--- src/rtl/pipelined_barrel_shifter.sv ---
// -----------------------------------------------------------------------------
// pipelined_barrel_shifter
//
// Multi-mode barrel shifter: SLL, SRL, SRA and ROR. There is one register stage
// per shift level. Stage k shifts by 2^k when amount bit k is set, LSB first.
// Both sides use a valid/ready handshake, and bubbles collapse. An opaque tag
// travels with each operation so the issuer can match results to requests.
//
// Timing: an operation accepted at rising edge N is loaded into stage 0 at that
// edge. It sits in the last stage, with out_valid high, ready to transfer at
// edge N+SHW. The pipe holds SHW operations in flight.
//
// Optional feature macro: SHIFTER_FLAGS_EN. When it is defined, the block adds
// two result flags:
//   out_zero  - the result is all zeros
//   out_carry - the last bit shifted out (0 when the amount is 0)
// -----------------------------------------------------------------------------
module pipelined_barrel_shifter #(
    parameter  int WIDTH = 32,            // power of 2, minimum 4
    parameter  int TAG_W = 4,             // minimum 1
    localparam int SHW   = $clog2(WIDTH)  // derived shift-amount width
) (
    input  logic             clock,
    input  logic             reset_n,
    input  logic             in_valid,
    output logic             in_ready,
    input  logic [WIDTH-1:0] in_data,
    input  logic [SHW-1:0]   in_amt,
    input  logic [1:0]       in_op,
    input  logic [TAG_W-1:0] in_tag,
    output logic             out_valid,
    input  logic             out_ready,
    output logic [WIDTH-1:0] out_data,
    output logic [TAG_W-1:0] out_tag,
`ifdef SHIFTER_FLAGS_EN
    output logic             out_zero,
    output logic             out_carry,
`endif
    output logic             busy
);

    // Operation encoding used on in_op.
    typedef enum logic [1:0] {
        OP_SLL = 2'b00,
        OP_SRL = 2'b01,
        OP_SRA = 2'b10,
        OP_ROR = 2'b11
    } shift_op_e;

    // Payload held by each stage. The full amount rides along; stage k only
    // looks at bit k of it.
    typedef struct packed {
        logic [WIDTH-1:0] data;
        logic [SHW-1:0]   amt;
        shift_op_e        op;
        logic [TAG_W-1:0] tag;
`ifdef SHIFTER_FLAGS_EN
        logic             carry;
`endif
    } stage_t;

    // One shift level of s bit positions. Callers only pass s in 1..WIDTH/2.
    // SRA fills from the MSB of this level's input, so the sign carries
    // through every level.
    function automatic logic [WIDTH-1:0] shift_level(
        input logic [WIDTH-1:0] d,
        input shift_op_e        op,
        input int               s
    );
        logic [WIDTH-1:0] r;
        case (op)
            OP_SLL:  r = d << s;
            OP_SRL:  r = d >> s;
            OP_SRA:  r = $signed(d) >>> s;
            OP_ROR:  r = (d >> s) | (d << (WIDTH - s));
            default: r = d;
        endcase
        return r;
    endfunction

    stage_t           stage_q [SHW];
    stage_t           stage_d [SHW];
    logic [SHW-1:0]   vld_q;
    logic [SHW-1:0]   vld_d;

    stage_t           src     [SHW];   // what each stage would load this cycle
    logic [SHW-1:0]   src_vld;
    logic [SHW-1:0]   rdy;             // ready_k: stage k may load this cycle

`ifdef SHIFTER_FLAGS_EN
    logic [SHW-1:0]   sll_idx;
    logic [SHW-1:0]   srx_idx;
    logic             zero_q;
    logic             zero_d;
`endif

    // Stage k is ready when it is empty or the stage after it can take its
    // contents. That reduces to: out_ready is high, or some stage at k or
    // later is empty. The flat form avoids a combinational self-reference.
    always_comb begin
        for (int k = 0; k < SHW; k++) begin
            rdy[k] = out_ready ||
                     ((vld_q | SHW'((1 << k) - 1)) != {SHW{1'b1}});
        end
    end

    // Sources for each stage: stage 0 takes the request port, and every later
    // stage takes the register before it.
    always_comb begin
        src[0].data = in_data;
        src[0].amt  = in_amt;
        src[0].op   = shift_op_e'(in_op);
        src[0].tag  = in_tag;
        src_vld[0]  = in_valid;
`ifdef SHIFTER_FLAGS_EN
        // WIDTH is 2^SHW, so 0 - amt in SHW bits equals WIDTH - amt.
        sll_idx = '0 - in_amt;
        srx_idx = in_amt - SHW'(1);
        // For ROR the last bit out lands in out_data[WIDTH-1]. That bit is
        // in_data[amt-1], the same bit used for the right shifts.
        if (in_amt == '0) begin
            src[0].carry = 1'b0;
        end else if (shift_op_e'(in_op) == OP_SLL) begin
            src[0].carry = in_data[sll_idx];
        end else begin
            src[0].carry = in_data[srx_idx];
        end
`endif
        for (int k = 1; k < SHW; k++) begin
            src[k]     = stage_q[k-1];
            src_vld[k] = vld_q[k-1];
        end
    end

    // Next state per stage. Load the shifted source when ready; otherwise
    // hold, which keeps out_* stable under backpressure.
    always_comb begin
        for (int k = 0; k < SHW; k++) begin
            // NOTE: every always_comb output gets a default first, so no path
            // leaves it unassigned and no latch is inferred.
            stage_d[k] = stage_q[k];
            vld_d[k]   = vld_q[k];
            if (rdy[k]) begin
                vld_d[k]   = src_vld[k];
                stage_d[k] = src[k];
                if (src[k].amt[k]) begin
                    stage_d[k].data = shift_level(src[k].data, src[k].op, 1 << k);
                end
            end
        end
    end

    // Stage registers. An asynchronous reset empties the pipe and drops
    // anything in flight.
    always_ff @(posedge clock or negedge reset_n) begin
        if (!reset_n) begin
            vld_q <= '0;
            // NOTE: the payload is reset as well, not only the valid bits,
            // because out_data and out_tag must read 0 while in reset.
            for (int k = 0; k < SHW; k++) begin
                stage_q[k] <= '0;
            end
        end else begin
            // NOTE: sequential state uses non-blocking assignments only, so
            // each stage samples the value its neighbour held before the edge.
            vld_q <= vld_d;
            for (int k = 0; k < SHW; k++) begin
                stage_q[k] <= stage_d[k];
            end
        end
    end

`ifdef SHIFTER_FLAGS_EN
    // Zero flag for the final stage. It is computed from the value the last
    // stage is about to load and follows that stage's load and hold.
    always_comb begin
        zero_d = zero_q;
        if (rdy[SHW-1]) begin
            zero_d = (stage_d[SHW-1].data == '0);
        end
    end

    // Zero-flag register, cleared by reset like the rest of the output.
    always_ff @(posedge clock or negedge reset_n) begin
        if (!reset_n) begin
            zero_q <= 1'b0;
        end else begin
            zero_q <= zero_d;
        end
    end

    assign out_zero  = zero_q;
    assign out_carry = stage_q[SHW-1].carry;
`else
    // Default build: the flag ports and their logic are absent.
`endif

    assign in_ready  = rdy[0];
    assign out_valid = vld_q[SHW-1];
    assign out_data  = stage_q[SHW-1].data;
    assign out_tag   = stage_q[SHW-1].tag;
    assign busy      = |vld_q;

endmodule

--- config.mk ---
export PLATFORM = sky130hd
export DESIGN_NAME = pipelined_barrel_shifter
export DESIGN_NICKNAME = d
export VERILOG_FILES = /design/src/rtl/pipelined_barrel_shifter.sv
export SDC_FILE = /design/constraint.sdc
export NUM_CORES = 1
export LEC_CHECK = 0
export ABC_AREA = 0
export CORE_UTILIZATION = 25
export CTS_CLUSTER_DIAMETER = 120
export CTS_CLUSTER_SIZE = 24
export DETAILED_ROUTE_END_ITERATION = 16
export GPL_TIMING_DRIVEN = 0
export PLACE_DENSITY = 0.47
export SKIP_CTS_REPAIR_TIMING = 1
export SLEW_MARGIN = 0
export SYNTH_ARGS = -nofsm -noshare
export SYNTH_HDL_FRONTEND = slang
export SYNTH_SLANG_ARGS = --single-unit
--- constraint.sdc ---
create_clock -name clock -period 1.51 [get_ports clock]
set_input_delay 0.151 -clock clock [delete_from_list [all_inputs] [get_ports clock]]
set_output_delay 0.151 -clock clock [all_outputs]
set_load 0.01 [all_outputs]
==> metrics.txt, run 1 <==
# TYPE chip_impl_metric gauge
chip_impl_metric{name="coreArea",unit="mm²"} 0.0423
chip_impl_metric{name="route.vias.total",unit=""} 9114
chip_impl_info{name="timing.critical_path.to_type",value="output port"} 1
chip_impl_metric{name="finalNonFillerCells",unit=""} 1862
chip_impl_info{name="top_cells_by_instance_count_after_synthesis",value="sky130_fd_sc_hd__dfrtp_1 (203), sky130_fd_sc_hd__o21ai_0 (158), sky130_fd_sc_hd__nand2_1 (132), sky130_fd_sc_hd__clkbuf_1 (98), sky130_fd_sc_hd__nor2_1 (96)"} 1
chip_impl_info{name="yosys.cell_count.top_type",value="sky130_fd_sc_hd__dfrtp_1"} 1
chip_impl_metric{name="detailedPlace.worstSlack",unit="ps"} -971
chip_impl_metric{name="multi_input_comb_area",unit="mm²"} 0.00540
chip_impl_metric{name="floorplan.initialDensity",unit=""} 0.256
chip_impl_metric{name="slew_violations",unit=""} 0
chip_impl_metric{name="critical_path_peak_fanout",unit=""} 5
chip_impl_metric{name="number_of_iterations_in_the_first_detailed_routing_pass",unit=""} 5
chip_impl_metric{name="clkTransAtPathRegs",unit="ps"} 100
chip_impl_metric{name="worst_pin_slew",unit="ps"} 778
chip_impl_metric{name="port_buffers",unit=""} 83
chip_impl_metric{name="die-height",unit="µm"} 210
chip_impl_metric{name="cts_htree_levels",unit=""} 1
chip_impl_metric{name="post-route-min-period",unit="ps"} 1770
chip_impl_info{name="post-synth-top-area-cell",value="sky130_fd_sc_hd__dfrtp_1"} 1
chip_impl_metric{name="first_iter_violations",unit=""} 504
chip_impl_metric{name="hpwlAfterDp",unit="µm"} 26100
chip_impl_metric{name="clock_skew",unit="ps"} 21.0
chip_impl_metric{name="crit_required",unit="ps"} 1360
chip_impl_info{name="min-delay-path-class",value="input pin to flip-flop"} 1
chip_impl_info{name="clockRootBuffer",value="sky130_fd_sc_hd__clkbuf_16"} 1
chip_impl_metric{name="first_global_vias",unit=""} 9243
chip_impl_metric{name="layout-drive-gt1-share",unit=""} 0.174
chip_impl_metric{name="synth_top_area_share",unit=""} 0.469
chip_impl_metric{name="syn-cell-area",unit="mm²"} 0.0108
chip_impl_metric{name="achievable-frequency",unit="MHz"} 566
chip_impl_metric{name="register_area",unit="mm²"} 0.00509
chip_impl_metric{name="top_level_ports",unit=""} 86
chip_impl_metric{name="clock-sinks",unit=""} 203
chip_impl_metric{name="min_period_over_period",unit=""} 1.17
chip_impl_info{name="leading_register_cell_type_out_of_synthesis",value="sky130_fd_sc_hd__dfrtp_1"} 1
chip_impl_info{name="failed_checks",value="setup timing"} 1
chip_impl_metric{name="finalWirelength",unit="µm"} 33800
chip_impl_metric{name="worst_ir_drop_vdd",unit="µV"} 608
chip_impl_metric{name="async_reset_ff_frac",unit=""} 1.00
chip_impl_metric{name="cts_inserted_buffers",unit=""} 12
chip_impl_metric{name="number_of_nets_in_the_layout",unit=""} 1331
chip_impl_metric{name="ys_ff_latch",unit=""} 203
chip_impl_metric{name="setup_violations",unit=""} 82
chip_impl_info{name="startpoint_type",value="flip-flop"} 1
chip_impl_metric{name="post_synth_inst_count",unit=""} 1171
chip_impl_info{name="timing.setup.critical_path_class",value="flip-flop to output port"} 1
chip_impl_metric{name="power",unit="µW"} 19700
chip_impl_metric{name="postLayoutSetupSlackWorst",unit="ps"} -257
chip_impl_metric{name="dp.cells",unit=""} 1832
chip_impl_metric{name="drtAntennaViolNets",unit=""} 0
chip_impl_metric{name="post_synth_num_cell_types",unit=""} 40
chip_impl_metric{name="antenna_found_initial",unit=""} 0
chip_impl_metric{name="global_route_wire_length_before_repair",unit="µm"} 53300
chip_impl_metric{name="synth-edff-count",unit=""} 0
chip_impl_metric{name="postLayoutCoreUtil",unit=""} 0.318
chip_impl_info{name="tritoncts",value="done"} 1
chip_impl_metric{name="grt-ovfl-total",unit=""} 0
chip_impl_metric{name="antenna-diode-count",unit=""} 0
chip_impl_metric{name="clock_latency",unit="ps"} 490
chip_impl_metric{name="synth.yosys.warnings",unit=""} 0
chip_impl_metric{name="fp-row-count",unit=""} 75
chip_impl_metric{name="wl_per_cell",unit="µm"} 18.1
chip_impl_metric{name="grtUsageTotal",unit=""} 0.152
chip_impl_metric{name="synthesis.area_per_instance",unit="µm²"} 9.25
chip_impl_metric{name="p_leak",unit="µW"} 0.00573
chip_impl_metric{name="clock_tree.buffer_depth",unit=""} 3
chip_impl_metric{name="power_density",unit="mW/mm²"} 1460
chip_impl_metric{name="grt_start_max_net_pins",unit=""} 104
chip_impl_info{name="run_status",value="finished with violations"} 1
chip_impl_metric{name="timing.final.hold_violations",unit=""} 0
chip_impl_metric{name="sequential_to_total_area_share_from_yosys_stat",unit=""} 0.469
chip_impl_metric{name="worst_slew_margin_rel",unit=""} 0.481
chip_impl_info{name="ys_top_cells_by_area",value="sky130_fd_sc_hd__dfrtp_1 (47%), sky130_fd_sc_hd__o21ai_0 (7.3%), sky130_fd_sc_hd__o21a_1 (4.6%)"} 1
chip_impl_metric{name="syn2layout_area_growth",unit="%"} 24.1
chip_impl_metric{name="maxCapViolCount",unit=""} 0
chip_impl_metric{name="worst-endpoint-arrival",unit="ps"} 1620
chip_impl_metric{name="syn-num-nets",unit=""} 1218
chip_impl_info{name="rsz0062_at_grt",value="true"} 1
chip_impl_metric{name="chipWidth",unit="µm"} 210
chip_impl_metric{name="drc",unit=""} 0
chip_impl_metric{name="die_ar",unit="mm²"} 0.0442
chip_impl_metric{name="post_drt_via_cell_ratio",unit=""} 4.89
chip_impl_metric{name="place.gp.congestion",unit=""} 0.890
chip_impl_metric{name="num-fill-cells",unit=""} 4456
[per-stage QoR]
| step | hold WS [ps] | instance area [µm²] | setup TNS, ps |
|---|---|---|---|
| after CTS | -274 | 12800 | -53480 |
| after floorplan | -145 | 10800 | 0 |
| after detailed placement | 249 | 12400 | -107140 |
| after global routing | 258 | 13400 | -13790 |
| after global placement | 456 | 12400 | -1822840 |
| final | 248 | 13400 | -6130 |
[flip-flops by register name, indices dropped and copies added, names as in the netlist]
signal and cells:
vld_q 5, src 162, out_tag 4, out_data 32
[cell families after synthesis]
group	count (synthesis)	synth area share
buffers and inverters	142	0.0540
DFF	203	0.469
AOI/OAI and AO/OA	442	0.272
and+or+nand+nor	315	0.134
xor gates and xnor gates	1	0.000809
muxes	68	0.0700
[worst max-delay path, stage by stage, from the launching register on]
cell and delay, ps:
sky130_fd_sc_hd__dfrtp_2 420, sky130_fd_sc_hd__and4b_1 210, sky130_fd_sc_hd__buf_6 120, sky130_fd_sc_hd__nand3_4 120, sky130_fd_sc_hd__buf_8 160, sky130_fd_sc_hd__buf_6 110
[layout make-up]
cell class / instances / area share
clock inverter: 1 / 0.00121
tap: 577 / 0.0537
buffer: 108 / 0.0464
clock buffer: 14 / 0.0245
inverter: 23 / 0.00642
timing repair buffer: 110 / 0.0870
multi-input combinational: 826 / 0.402
sequential: 203 / 0.379
[report_power, final]
part	internal (µW)	switching, µW
combinational	3470	3830
clock	1580	1880
sequential	7120	1780
[metal layers]
| metal | wire length (µm) | part of all wire | up-vias | track usage |
|---|---|---|---|---|
| li1 | - | - | 4465 | - |
| met1 | 15200 | 0.45 | 4375 | 0.193 |
| met2 | 16300 | 0.48 | 204 | 0.264 |
| met3 | 933 | 0.028 | 70 | 0.0142 |
| met4 | 1380 | 0.041 | 0 | 0.0629 |
| met5 | 0 | 0 | - | 0 |
[placed cells by master, fill, tap and decap left out, types with 16 or more instances in the layout]
cell                                n
sky130_fd_sc_hd__a211oi_1          53
sky130_fd_sc_hd__a22o_1            16
sky130_fd_sc_hd__a2bb2oi_1         25
sky130_fd_sc_hd__a31oi_1           33
sky130_fd_sc_hd__buf_2             16
sky130_fd_sc_hd__buf_4             30
sky130_fd_sc_hd__clkbuf_1          34
sky130_fd_sc_hd__clkbuf_2          30
sky130_fd_sc_hd__clkdlybuf4s50_1   43
sky130_fd_sc_hd__dfrtp_1          193
sky130_fd_sc_hd__dlymetal6s2s_1    37
sky130_fd_sc_hd__inv_1             23
sky130_fd_sc_hd__mux2_1            31
sky130_fd_sc_hd__mux2_2            25
sky130_fd_sc_hd__nand2_1          131
sky130_fd_sc_hd__nand3_1           36
sky130_fd_sc_hd__nor2_1            94
sky130_fd_sc_hd__o211ai_1          16
sky130_fd_sc_hd__o21a_1            66
sky130_fd_sc_hd__o21ai_0          116
sky130_fd_sc_hd__o21ai_1           32
sky130_fd_sc_hd__o31ai_1           28
sky130_fd_sc_hd__or3b_2            23
[final timing paths]
check / from / cells past startpoint / end / slack (ps)
setup / recovery: vld_q[4] / 5 / in_ready / -260
hold / removal: in_valid / 2 / vld_q[0] / 250
setup reg to reg: vld_q[4] / 7 / src[164] / -160
hold reg to reg: src[3] / 2 / src[3] / 470
max in group asynchronous: reset_n / 3 / src[133] / 220
min in group asynchronous: reset_n / 2 / out_data[9] / 280
No activity file was read; power rests on OpenSTA's default activity.
==> inputs of run 2 (changes only) <==
--- a/config.mk
+++ b/config.mk
@@ -6,6 +6,7 @@
 export NUM_CORES = 1
 export LEC_CHECK = 0
 export ABC_AREA = 0
+export CAP_MARGIN = 20
 export CORE_UTILIZATION = 25
 export CTS_CLUSTER_DIAMETER = 120
 export CTS_CLUSTER_SIZE = 24
==> results of run 2 <==
Final layout, timing and power as in run 1 (identical DEF).
==> inputs of run 3 (changes only) <==
--- a/config.mk
+++ b/config.mk
@@ -12,7 +12,7 @@
 export CTS_CLUSTER_SIZE = 24
 export DETAILED_ROUTE_END_ITERATION = 16
 export GPL_TIMING_DRIVEN = 0
-export PLACE_DENSITY = 0.47
+export PLACE_DENSITY_LB_ADDON = 0.2
 export SKIP_CTS_REPAIR_TIMING = 1
 export SLEW_MARGIN = 0
 export SYNTH_ARGS = -nofsm -noshare
==> run 3 against run 2 <==
The run still ends with setup timing left. First-iteration DRC count down 3.8%. Via count up 0.87%. Sequential share of layout area down 0.39 points. Sequential power about the same. Critical endpoint unchanged. Fmax down 0.16%. Combinational power up 0.7%. Total power up 1.2%. Largest cell class unchanged. Routed wire length up 1.6%.
==> metrics.txt, run 3 (same netlist as run 1, synthesis figures left out) <==
# TYPE chip_impl_metric gauge
chip_impl_info{name="layout_common_cells",value="sky130_fd_sc_hd__dfrtp_1 (197), sky130_fd_sc_hd__o21ai_0 (146), sky130_fd_sc_hd__nand2_1 (131), sky130_fd_sc_hd__nor2_1 (94), sky130_fd_sc_hd__o21a_1 (66)"} 1
chip_impl_metric{name="maxCapViolCount",unit=""} 0
chip_impl_metric{name="register_to_register_setup_slack",unit="ps"} -220
chip_impl_metric{name="clock_tree.buffer_depth",unit=""} 3
chip_impl_metric{name="worst-endpoint-arrival",unit="ps"} 1620
chip_impl_metric{name="syn2layout_area_growth",unit="%"} 25.2
chip_impl_metric{name="grt_start_max_net_pins",unit=""} 110
chip_impl_metric{name="setup_violations",unit=""} 60
chip_impl_metric{name="cts_htree_levels",unit=""} 1
chip_impl_metric{name="cts_inserted_buffers",unit=""} 12
chip_impl_metric{name="critical_path_peak_fanout",unit=""} 6
chip_impl_metric{name="finalNonFillerCells",unit=""} 1874
chip_impl_metric{name="achievable-frequency",unit="MHz"} 565
chip_impl_metric{name="fp-row-count",unit=""} 75
chip_impl_metric{name="crit_required",unit="ps"} 1360
chip_impl_metric{name="timing.setup.tns",unit="ps"} -6150
chip_impl_metric{name="p_leak",unit="µW"} 0.00581
chip_impl_metric{name="number_of_nets_in_the_layout",unit=""} 1341
chip_impl_metric{name="die-height",unit="µm"} 210
chip_impl_metric{name="drtAntennaViolNets",unit=""} 0
chip_impl_metric{name="number_of_iterations_in_the_first_detailed_routing_pass",unit=""} 5
chip_impl_metric{name="layout-drive-gt1-share",unit=""} 0.169
chip_impl_info{name="min-delay-path-class",value="input pin to async pin"} 1
chip_impl_info{name="failed_checks",value="setup timing"} 1
chip_impl_metric{name="antenna_found_initial",unit=""} 0
chip_impl_metric{name="register_area",unit="mm²"} 0.00509
chip_impl_metric{name="worst_ir_drop_vdd",unit="µV"} 657
chip_impl_metric{name="timing.final.hold_violations",unit=""} 0
chip_impl_info{name="regToRegStartpoint",value="vld_q[3]"} 1
chip_impl_metric{name="hpwlAfterDp",unit="µm"} 26100
chip_impl_info{name="timing.critical_path.to_type",value="output port"} 1
chip_impl_metric{name="place.gp.congestion",unit=""} 0.876
chip_impl_info{name="reg2reg_to",value="src[146]"} 1
chip_impl_metric{name="clock-sinks",unit=""} 203
chip_impl_info{name="tritoncts",value="done"} 1
chip_impl_metric{name="worst_slew_margin_rel",unit=""} 0.491
chip_impl_metric{name="route.vias.total",unit=""} 9193
chip_impl_metric{name="grtUsageTotal",unit=""} 0.153
chip_impl_metric{name="chipWidth",unit="µm"} 210
chip_impl_info{name="layout.cells.most_common",value="sky130_fd_sc_hd__dfrtp_1"} 1
chip_impl_metric{name="drc",unit=""} 0
chip_impl_metric{name="post_drt_via_cell_ratio",unit=""} 4.91
chip_impl_metric{name="post-route-min-period",unit="ps"} 1770
chip_impl_metric{name="wl_per_cell",unit="µm"} 18.3
chip_impl_metric{name="clock_latency",unit="ps"} 490
chip_impl_metric{name="num-fill-cells",unit=""} 4467
chip_impl_metric{name="grt-ovfl-total",unit=""} 0
chip_impl_metric{name="floorplan.initialDensity",unit=""} 0.256
chip_impl_metric{name="multi_input_comb_area",unit="mm²"} 0.00539
chip_impl_metric{name="first_iter_violations",unit=""} 485
chip_impl_metric{name="coreArea",unit="mm²"} 0.0423
chip_impl_info{name="rsz0062_at_grt",value="true"} 1
chip_impl_metric{name="placed_area",unit="mm²"} 0.0124
chip_impl_metric{name="power",unit="µW"} 19900
chip_impl_info{name="run_status",value="finished with violations"} 1
chip_impl_metric{name="port_buffers",unit=""} 83
chip_impl_metric{name="first_global_vias",unit=""} 9179
chip_impl_metric{name="antenna-diode-count",unit=""} 0
chip_impl_metric{name="global_route_wire_length_before_repair",unit="µm"} 53900
chip_impl_metric{name="min_period_over_period",unit=""} 1.17
chip_impl_metric{name="postLayoutCoreUtil",unit=""} 0.321
chip_impl_info{name="worst_setup_path_startpoint",value="vld_q[3]"} 1
chip_impl_metric{name="worst_pin_slew",unit="ps"} 764
chip_impl_metric{name="top_level_ports",unit=""} 86
chip_impl_metric{name="clkTransAtPathRegs",unit="ps"} 100
chip_impl_metric{name="die_ar",unit="mm²"} 0.0442
chip_impl_info{name="startpoint_type",value="flip-flop"} 1
chip_impl_metric{name="largest_register_ffs",unit=""} 162
chip_impl_metric{name="dp.cells",unit=""} 1832
chip_impl_metric{name="clock_skew",unit="ps"} 18.0
chip_impl_info{name="clockRootBuffer",value="sky130_fd_sc_hd__clkbuf_16"} 1
chip_impl_metric{name="fin_area",unit="mm²"} 0.0136
chip_impl_metric{name="postLayoutSetupSlackWorst",unit="ps"} -260
chip_impl_metric{name="worst-r2r-cell-count",unit=""} 7
chip_impl_metric{name="slew_violations",unit=""} 0
chip_impl_info{name="timing.setup.critical_path_class",value="flip-flop to output port"} 1
chip_impl_info{name="crit_path_end",value="in_ready"} 1
chip_impl_metric{name="finalWirelength",unit="µm"} 34300
chip_impl_metric{name="power_density",unit="mW/mm²"} 1470
-- run 3: metrics by stage --
stage	hold WS, ps	setup slack [ps]
after floorplan	-145	6.40
after global placement	457	-9400
after detailed placement	230	-843
after CTS	-281	-942
after global routing	246	-323
final	239	-260
-- run 3: worst min-delay path by stage --
stage | to | cells past startpoint
global placement | src[3] | 2
floorplan | out_data[0] | 0
global route | src[132] | 2
finish | out_data[9] | 2
detailed placement | out_data[9] | 1
CTS | out_data[29] | 1
-- run 3: report_power, final --
group / total, µW / internal (µW) / leakage (µW) / switching [µW]
clock: 3660 / 1760 / 0.000181 / 1900
sequential: 8890 / 7120 / 0.00240 / 1770
combinational: 7350 / 3510 / 0.00323 / 3840
total: 19900 / 12400 / 0.00581 / 7510
-- run 3: area by class of cell --
class | count | share of cell area
multi-input cells | 827 | 0.397
flip-flops and latches | 203 | 0.375
repair buffers | 117 | 0.0923
well taps | 577 | 0.0532
plain buffers | 110 | 0.0485
clock buffers | 15 | 0.0245
inverters | 23 | 0.00636
clock inverters | 2 | 0.00286
-- run 3: worst max-delay path: stages, from the launching register on --
cell                      delay (ps)
sky130_fd_sc_hd__dfrtp_1         430
sky130_fd_sc_hd__and4b_1         230
sky130_fd_sc_hd__buf_6           120
sky130_fd_sc_hd__nand3_4          90
sky130_fd_sc_hd__buf_8           150
sky130_fd_sc_hd__buf_6           110
-- run 3: layer usage --
layer	GRT usage	routed length (µm)	vias up	share of wire
li1	-	-	4501	-
met4	0.0400	1130	0	0.033
met1	0.199	15500	4428	0.45
met5	0	0	-	0
met3	0.0158	1070	63	0.031
met2	0.269	16600	201	0.49
